--- src/rtl/ctrl_pkg.sv ---
// Shared opcode, encoding and control-bundle definitions
// for the pipelined instruction controller.
package ctrl_pkg;

  localparam logic [6:0] R_TYPE = 7'b0110011;
  localparam logic [6:0] OP_IMM = 7'b0010011;
  localparam logic [6:0] LW     = 7'b0000011;
  localparam logic [6:0] SW     = 7'b0100011;
  localparam logic [6:0] BR     = 7'b1100011;
  localparam logic [6:0] JAL    = 7'b1101111;
  localparam logic [6:0] JALR   = 7'b1100111;
  localparam logic [6:0] LUI    = 7'b0110111;
  localparam logic [6:0] AUIPC  = 7'b0010111;

  localparam logic [1:0] ALU_ADD  = 2'b00;
  localparam logic [1:0] ALU_BR   = 2'b01;
  localparam logic [1:0] ALU_FN   = 2'b10;
  localparam logic [1:0] ALU_PASS = 2'b11;

  localparam logic [1:0] M2R_ALU   = 2'b00;
  localparam logic [1:0] M2R_LOAD  = 2'b01;
  localparam logic [1:0] M2R_PC4   = 2'b10;
  localparam logic [1:0] M2R_AUIPC = 2'b11;

  localparam logic [1:0] FWD_RF  = 2'b00;
  localparam logic [1:0] FWD_WB  = 2'b01;
  localparam logic [1:0] FWD_MEM = 2'b10;

  typedef struct packed {
    logic       alu_src;
    logic [1:0] mem_to_reg;
    logic       reg_write;
    logic       mem_read;
    logic       mem_write;
    logic       branch;
    logic       jal;
    logic       jalr;
    logic       lui;
    logic       auipc;
    logic [1:0] alu_op;
  } ctrl_t;

  localparam int CTRL_W = $bits(ctrl_t);

endpackage

--- src/rtl/ctrl_decode.sv ---
// Combinational opcode decoder: control bundle,
// illegal-opcode flag and rs2-usage flag.
module ctrl_decode
  import ctrl_pkg::*;
(
  input  logic [6:0] i_opcode,
  input  logic       i_valid,
  output ctrl_t      o_ctrl,
  output logic       o_illegal,
  output logic       o_uses_rs2
);

  logic w_known;

  // One-hot opcode match into the control bundle
  always_comb begin
    o_ctrl     = '0;
    o_uses_rs2 = 1'b0;
    w_known    = 1'b1;
    unique case (1'b1)
      (i_opcode == R_TYPE): begin
        o_ctrl.reg_write = 1'b1;
        o_ctrl.alu_op    = ALU_FN;
        o_uses_rs2       = 1'b1;
      end
      (i_opcode == OP_IMM): begin
        o_ctrl.alu_src   = 1'b1;
        o_ctrl.reg_write = 1'b1;
        o_ctrl.alu_op    = ALU_FN;
      end
      (i_opcode == LW): begin
        o_ctrl.alu_src    = 1'b1;
        o_ctrl.mem_to_reg = M2R_LOAD;
        o_ctrl.reg_write  = 1'b1;
        o_ctrl.mem_read   = 1'b1;
        o_ctrl.alu_op     = ALU_ADD;
      end
      (i_opcode == SW): begin
        o_ctrl.alu_src   = 1'b1;
        o_ctrl.mem_write = 1'b1;
        o_ctrl.alu_op    = ALU_ADD;
        o_uses_rs2       = 1'b1;
      end
      (i_opcode == BR): begin
        o_ctrl.branch = 1'b1;
        o_ctrl.alu_op = ALU_BR;
        o_uses_rs2    = 1'b1;
      end
      (i_opcode == JAL): begin
        o_ctrl.mem_to_reg = M2R_PC4;
        o_ctrl.reg_write  = 1'b1;
        o_ctrl.jal        = 1'b1;
        o_ctrl.alu_op     = ALU_PASS;
      end
      (i_opcode == JALR): begin
        o_ctrl.mem_to_reg = M2R_PC4;
        o_ctrl.reg_write  = 1'b1;
        o_ctrl.jalr       = 1'b1;
        o_ctrl.alu_op     = ALU_ADD;
      end
      (i_opcode == LUI): begin
        o_ctrl.alu_src   = 1'b1;
        o_ctrl.reg_write = 1'b1;
        o_ctrl.lui       = 1'b1;
        o_ctrl.alu_op    = ALU_PASS;
      end
      (i_opcode == AUIPC): begin
        o_ctrl.alu_src    = 1'b1;
        o_ctrl.mem_to_reg = M2R_AUIPC;
        o_ctrl.reg_write  = 1'b1;
        o_ctrl.auipc      = 1'b1;
        o_ctrl.alu_op     = ALU_PASS;
      end
      default: w_known = 1'b0;
    endcase
  end

  assign o_illegal = i_valid & ~w_known;

endmodule

--- src/rtl/ctrl_pipe.sv ---
// Pipelined controller: ID decode carried through EX/MEM/WB,
// load-use hazard, EX forwarding, stall/flush and event counters.
module ctrl_pipe
  import ctrl_pkg::*;
#(
  parameter int REG_AW = 5,
  parameter int CNT_W  = 16,
  parameter bit FWD_EN = 1'b1
) (
  input  logic              clk,
  input  logic              reset_n,
  input  logic              id_valid,
  input  logic [6:0]        id_opcode,
  input  logic [REG_AW-1:0] id_rd,
  input  logic [REG_AW-1:0] id_rs1,
  input  logic [REG_AW-1:0] id_rs2,
  input  logic              stall_in,
  input  logic              flush_in,
  output ctrl_t             ex_ctrl,
  output ctrl_t             mem_ctrl,
  output ctrl_t             wb_ctrl,
  output logic              ex_valid,
  output logic              mem_valid,
  output logic              wb_valid,
  output logic [REG_AW-1:0] wb_rd,
  output logic              hazard_stall,
  output logic [1:0]        fwd_a,
  output logic [1:0]        fwd_b,
  output logic              illegal_op,
  output logic [CNT_W-1:0]  stall_cnt,
  output logic [CNT_W-1:0]  flush_cnt
);

  ctrl_t             w_id_ctrl;
  logic              w_uses_rs2;
  logic              w_hazard;
  logic              w_flush;
  logic              w_bubble;

  ctrl_t             r_ex_ctrl, r_mem_ctrl, r_wb_ctrl;
  logic              r_ex_valid, r_mem_valid, r_wb_valid;
  logic [REG_AW-1:0] r_ex_rd, r_ex_rs1, r_ex_rs2;
  logic [REG_AW-1:0] r_mem_rd, r_wb_rd;
  logic              r_flush_pending;
  logic [CNT_W-1:0]  r_stall_cnt, r_flush_cnt;

  ctrl_decode u_dec (
    .i_opcode   (id_opcode),
    .i_valid    (id_valid),
    .o_ctrl     (w_id_ctrl),
    .o_illegal  (illegal_op),
    .o_uses_rs2 (w_uses_rs2)
  );

  assign w_hazard = r_ex_valid & r_ex_ctrl.mem_read
                  & (r_ex_rd != '0) & id_valid
                  & ((r_ex_rd == id_rs1)
                   | (w_uses_rs2 & (r_ex_rd == id_rs2)));

  assign w_flush  = flush_in | r_flush_pending;
  assign w_bubble = w_flush | w_hazard | ~id_valid;

  // Stage registers: hold on stall, bubble ID/EX on flush/hazard
  always_ff @(posedge clk) begin
    if (!reset_n) begin
      r_ex_ctrl       <= '0;
      r_mem_ctrl      <= '0;
      r_wb_ctrl       <= '0;
      r_ex_valid      <= 1'b0;
      r_mem_valid     <= 1'b0;
      r_wb_valid      <= 1'b0;
      r_ex_rd         <= '0;
      r_ex_rs1        <= '0;
      r_ex_rs2        <= '0;
      r_mem_rd        <= '0;
      r_wb_rd         <= '0;
      r_flush_pending <= 1'b0;
    end else if (stall_in) begin
      if (flush_in) r_flush_pending <= 1'b1;
    end else begin
      r_wb_ctrl   <= r_mem_ctrl;
      r_wb_valid  <= r_mem_valid;
      r_wb_rd     <= r_mem_rd;
      r_mem_ctrl  <= r_ex_ctrl;
      r_mem_valid <= r_ex_valid;
      r_mem_rd    <= r_ex_rd;
      if (w_bubble) begin
        r_ex_ctrl  <= '0;
        r_ex_valid <= 1'b0;
        r_ex_rd    <= '0;
        r_ex_rs1   <= '0;
        r_ex_rs2   <= '0;
      end else begin
        r_ex_ctrl  <= w_id_ctrl;
        r_ex_valid <= 1'b1;
        r_ex_rd    <= id_rd;
        r_ex_rs1   <= id_rs1;
        r_ex_rs2   <= id_rs2;
      end
      r_flush_pending <= 1'b0;
    end
  end

  // Saturating stall and flush event counters
  always_ff @(posedge clk) begin
    if (!reset_n) begin
      r_stall_cnt <= '0;
      r_flush_cnt <= '0;
    end else begin
      if (stall_in && (r_stall_cnt != '1))
        r_stall_cnt <= r_stall_cnt + 1'b1;
      if (!stall_in && w_flush && (r_flush_cnt != '1))
        r_flush_cnt <= r_flush_cnt + 1'b1;
    end
  end

  generate
    if (FWD_EN) begin : g_fwd
      logic w_a_mem, w_a_wb, w_b_mem, w_b_wb;
      logic w_mem_wr, w_wb_wr;

      assign w_mem_wr = r_mem_valid & r_mem_ctrl.reg_write
                      & (r_mem_rd != '0);
      assign w_wb_wr  = r_wb_valid & r_wb_ctrl.reg_write
                      & (r_wb_rd != '0);
      assign w_a_mem  = w_mem_wr & (r_mem_rd == r_ex_rs1);
      assign w_a_wb   = w_wb_wr & (r_wb_rd == r_ex_rs1);
      assign w_b_mem  = w_mem_wr & (r_mem_rd == r_ex_rs2);
      assign w_b_wb   = w_wb_wr & (r_wb_rd == r_ex_rs2);

      assign fwd_a = w_a_mem ? FWD_MEM
                   : w_a_wb  ? FWD_WB : FWD_RF;
      assign fwd_b = w_b_mem ? FWD_MEM
                   : w_b_wb  ? FWD_WB : FWD_RF;
    end else begin : g_nofwd
      assign fwd_a = FWD_RF;
      assign fwd_b = FWD_RF;
    end
  endgenerate

  assign ex_ctrl      = r_ex_ctrl;
  assign mem_ctrl     = r_mem_ctrl;
  assign wb_ctrl      = r_wb_ctrl;
  assign ex_valid     = r_ex_valid;
  assign mem_valid    = r_mem_valid;
  assign wb_valid     = r_wb_valid;
  assign wb_rd        = r_wb_rd;
  assign hazard_stall = w_hazard;
  assign stall_cnt    = r_stall_cnt;
  assign flush_cnt    = r_flush_cnt;

endmodule

--- config.mk ---
export PLATFORM = sky130hd
export DESIGN_NAME = ctrl_pipe
export DESIGN_NICKNAME = d
export VERILOG_FILES = /design/src/rtl/ctrl_pkg.sv /design/src/rtl/ctrl_decode.sv /design/src/rtl/ctrl_pipe.sv
export SDC_FILE = /design/constraint.sdc
export NUM_CORES = 1
export LEC_CHECK = 0
export CORE_AREA = 2 2 96 98
export CTS_BUF_LIST = sky130_fd_sc_hd__clkbuf_16
export DETAILED_ROUTE_END_ITERATION = 12
export DIE_AREA = 0 0 98 100
export PLACE_DENSITY = 0.85
export SETUP_SLACK_MARGIN = 0.4
export SYNTH_ARGS = -nofsm -noshare
export SYNTH_HDL_FRONTEND = slang
export SYNTH_SLANG_ARGS = --single-unit
--- constraint.sdc ---
create_clock -name clk -period 4.7 [get_ports clk]
set_input_delay 0.47 -clock clk [delete_from_list [all_inputs] [get_ports clk]]
set_output_delay 0.47 -clock clk [all_outputs]
set_load 0.01 [all_outputs]
==> impl_summary.log <==
INFO  metric run_status = complete, no violations
INFO  metric cpLargestDelayFamily = simple AND/OR/NAND/NOR gates
INFO  metric timing.critical_path.fanout_max = 5
INFO  metric number_of_nets_still_failing_antenna_checks_after_routing = 0
INFO  metric cts_buffer_depth = 2
INFO  metric area_growth_syn_to_layout = 30.34%
INFO  metric globalplace.congestion = 0.8384
INFO  metric postCtsSetupRepairBufs = 0
INFO  metric fillers = 715
INFO  metric timing.setup.tns = 0 ns
INFO  metric final-hold-violation-count = 0
INFO  metric grt_first_pass_wirelength = 17910 um
INFO  metric synth_edf_count = 0
INFO  metric cts_resized = 0
INFO  metric global_route.overflow_total = 0
INFO  metric wire_per_inst = 15.16 um
INFO  metric synth-main-ff-cell = sky130_fd_sc_hd__dfxtp_1
INFO  metric fp.coreArea = 0.008890 mm2
INFO  metric power.density = 273.9 mW/mm2
INFO  metric muxShareOfSynthArea = 8.161%
INFO  metric area_of_combinational_cells_with_multiple_inputs = 0.002477 mm2
INFO  metric die_area = 0.009800 mm2
INFO  metric slowest_stage_delay_on_critical_path = 0.58 ns
INFO  metric cts_inserted_buffers = 9
INFO  metric worstSkewPairLatency = 0.33 ns
INFO  metric worstSetupEndpointType = output port
INFO  metric worst_ir_drop_vdd = 194.8 uV
INFO  metric path_buf_inv = 1
INFO  metric cts.htree.levels = 3
INFO  metric path_common_cell = sky130_fd_sc_hd__nor4_1
INFO  metric critical_path.slowest_cell = sky130_fd_sc_hd__clkdlybuf4s50_1
INFO  metric hold_buffer_count_at_cts = 0
INFO  metric synthesis_stage_register_bit_count = 100
INFO  metric drt_iter0_markers = 93
INFO  metric synth_xor_xnor_area_share = 10.34%
INFO  metric final.period_utilization = 63.34%
INFO  metric max_freq = 0.3359 GHz
INFO  metric postRouteWirelength = 10920 um
INFO  metric layout.area.seq = 0.002002 mm2
INFO  metric routed-via-count = 3923
INFO  metric largest_net_degree_at_the_start_of_global_routing = 76
INFO  metric crit_required = 4.23 ns
INFO  metric antenna_cells_inserted = 0
INFO  metric fp.dieH = 100 um
INFO  metric synth-compound-area-share = 9.611%
INFO  metric number_of_pins_exceeding_their_max_slew_limit_in_the_final_report = 0
INFO  metric synth_largest_type_area_fraction = 42.95%
INFO  metric synth-seq-area-share = 42.95%
INFO  metric synth_nets = 535
INFO  metric timing.final.setup_violations = 0
INFO  metric dieWidth = 98 um
INFO  metric worstMarginPinSlew = 1.068 ns
INFO  metric post_synth.cell_area_avg = 9.211 um2
INFO  metric finalWorstPathRequiredPeriod = 2.977 ns
INFO  metric dpl_cell_area = 0.005798 mm2
INFO  metric main_combinational_cell_family_by_area_after_synthesis = simple AND/OR/NAND/NOR gates
INFO  metric launching_element_type_of_the_critical_path = register
INFO  metric placement.io_buffers = 111
INFO  metric cell_area_after_layout = 0.006075 mm2
INFO  metric cts_root_buffer = sky130_fd_sc_hd__clkbuf_16
INFO  metric syn-instance-count = 506
INFO  metric design.final.nets = 633
INFO  metric timing.max_slew.rel_slack = 28.79%
INFO  metric cell_types_occupying_the_most_area_after_synthesis = sky130_fd_sc_hd__dfxtp_1 (43%), sky130_fd_sc_hd__mux2i_1 (8.2%), sky130_fd_sc_hd__xor2_1 (6.4%), sky130_fd_sc_hd__nor2b_1 (5.2%), sky130_fd_sc_hd__nand2_1 (4.6%)
INFO  metric critPathKind = reg2out
INFO  metric via_count_of_the_first_global_routing_pass = 3803
INFO  metric route.detailed.drc = 0
INFO  metric cap_viol_max_count = 0
INFO  metric firstDrtPassIters = 5
INFO  metric clkTransAtPathRegs = 0.07 ns
INFO  metric fin_skew = 0.01156 ns
INFO  metric grt_util_all_layers = 21.95%
INFO  metric route.detailed.vias_per_inst = 5.449
INFO  metric yosys.cell_types.count = 46
INFO  metric cts_tree = built
INFO  metric synth_adder_area_share = 0.5369%
INFO  metric most-common-layout-cells = sky130_fd_sc_hd__clkdlybuf4s50_1 (109), sky130_fd_sc_hd__dfxtp_1 (100), sky130_fd_sc_hd__nand2_1 (57)
INFO  metric synth_simple_gate_area_share = 24.51%
INFO  metric timing.critical_path.arrival = 2.51 ns
INFO  metric floorplan.initialDensity = 52.43%
INFO  metric final_layout_size_suffix_gt1_share = 5.583%
INFO  metric ys_async_sr_fraction = 0%
INFO  metric mostFrequentLayoutCell = sky130_fd_sc_hd__clkdlybuf4s50_1
INFO  metric timing.critical_path.cells = or4_1 -> o211ai_1 -> nor4_1 -> nor4_1 -> clkdlybuf4s50_1
INFO  metric core.rowCount = 35
INFO  metric yosys.area.top_type = sky130_fd_sc_hd__dfxtp_1
INFO  metric clock-sinks = 100
INFO  metric static-leakage-power = 2.379 nW
INFO  metric place_hpwl = 7577 um
INFO  metric post_synth_instance_area = 0.004661 mm2
INFO  metric worstHoldPathType = reg2reg
INFO  metric yosysWarnings = 0
INFO  metric number_of_antenna_violations_at_the_first_check_in_global_routing = 0
INFO  metric ios = 112
INFO  metric grt_setup_unrepaired = no
==> cells by family (layout without fill, tap and decap cells) <==
logic type	count (synthesis)	after routing
DFF	100	100
buffers and inverters	42	145
muxes	38	38
and+or+nand+nor	204	204
adders and majority gates	2	2
xor gates and xnor gates	55	55
AOI/OAI and AO/OA	65	65
==> worst paths after layout <==
| path | from | endpoint | slack [ns] | cells past startpoint |
|---|---|---|---|---|
| worst max register to register | flush_cnt[0]$_SDFFE_PN0P_ | flush_cnt[12]$_SDFFE_PN0P_ | 2.77 | 6 |
| worst min-delay path | ex_ctrl[11]$_SDFFE_PN0N_ | ex_ctrl[11]$_SDFFE_PN0N_ | 0.48 | 2 |
| worst min register to register | ex_ctrl[11]$_SDFFE_PN0N_ | ex_ctrl[11]$_SDFFE_PN0N_ | 0.48 | 2 |
| worst max-delay path | r_mem_rd[0]$_SDFFE_PN0N_ | fwd_a[0] | 1.72 | 5 |
==> cell usage after synthesis (3+ instances only) <==
cell type and number:
sky130_fd_sc_hd__nand2b_1 3, sky130_fd_sc_hd__and2_1 27, sky130_fd_sc_hd__or4_1 4, sky130_fd_sc_hd__o211ai_1 3
sky130_fd_sc_hd__nor2b_1 39, sky130_fd_sc_hd__nand4b_1 3, sky130_fd_sc_hd__nor4_2 3, sky130_fd_sc_hd__xnor2_1 21
sky130_fd_sc_hd__o31ai_1 18, sky130_fd_sc_hd__mux2i_1 38, sky130_fd_sc_hd__dfxtp_1 100, sky130_fd_sc_hd__nand3_1 17
sky130_fd_sc_hd__nor4_1 10, sky130_fd_sc_hd__nand2_1 57, sky130_fd_sc_hd__a211oi_1 3, sky130_fd_sc_hd__nor2_1 10
sky130_fd_sc_hd__a21oi_1 9, sky130_fd_sc_hd__xor2_1 34, sky130_fd_sc_hd__inv_1 15, sky130_fd_sc_hd__nor3_1 11
sky130_fd_sc_hd__or2_2 3, sky130_fd_sc_hd__and3_1 4, sky130_fd_sc_hd__a31oi_1 4, sky130_fd_sc_hd__o21ai_0 15
sky130_fd_sc_hd__buf_2 7, sky130_fd_sc_hd__nand4_1 4, sky130_fd_sc_hd__clkbuf_1 17
==> sequential cells by signal, indices dropped and copies added (netlist names) <==
register	cells
r_ex_rs2	5
mem_ctrl	13
ex_valid	1
wb_ctrl	13
r_ex_rs1	5
r_flush_pending	1
flush_cnt	16
mem_valid	1
ex_ctrl	13
stall_cnt	16
wb_rd	5
r_ex_rd	5
r_mem_rd	5
wb_valid	1
==> report_power, final <==
part	switching, W	internal (W)	total [W]	leakage, nW
combinational	0.0000553	0.0000570	0.000112	1.43
sequential	0.0000103	0.000855	0.000865	0.807
clock	0.000324	0.000362	0.000686	0.138
total	0.000390	0.00127	0.00166	2.38
==> layout make-up <==
class / count / area share [%]
clock inverters: 7 / 0.8445
multi-input cells: 364 / 40.78
clock buffers: 9 / 3.708
well taps: 111 / 2.286
repair buffers: 114 / 18.50
flip-flops and latches: 100 / 32.96
inverters: 15 / 0.9269
==> routing by layer <==
metal | GRT usage [%] | wire length [um] | vias to the layer above | part of all wire (%)
met1 | 27.42 | 4708 | 1864 | 43
met4 | 7.799 | 171 | 0 | 1.6
li1 | - | - | 1937 | -
met5 | 0 | 0 | - | 0
met2 | 37.93 | 5472 | 108 | 50
met3 | 4.318 | 563 | 14 | 5.2
==> worst register-to-register path, cell delays in order, from the launching register on <==
cell                      delay (ns)
sky130_fd_sc_hd__dfxtp_1        0.40
sky130_fd_sc_hd__ha_1           0.20
sky130_fd_sc_hd__nand2_1        0.23
sky130_fd_sc_hd__nor4_1         0.50
sky130_fd_sc_hd__nand3_1        0.18
sky130_fd_sc_hd__xnor2_1        0.16
sky130_fd_sc_hd__and2_1         0.15
==> metrics by stage <==
step	std cells	utilization, %	hold WS (ns)	total power (W)	setup slack [ns]
floorplan	506	-	0.4744	0.0009482	2.643
global placement	704	65.22	0.4626	0.0009934	1.810
global route	720	68.33	0.4920	0.001722	1.556
finish	720	68.33	0.4762	0.001664	1.723
detailed placement	704	65.22	0.4675	0.0009969	1.815
CTS	720	68.33	0.4772	0.001681	1.696
(Power assumes the default switching activity.)
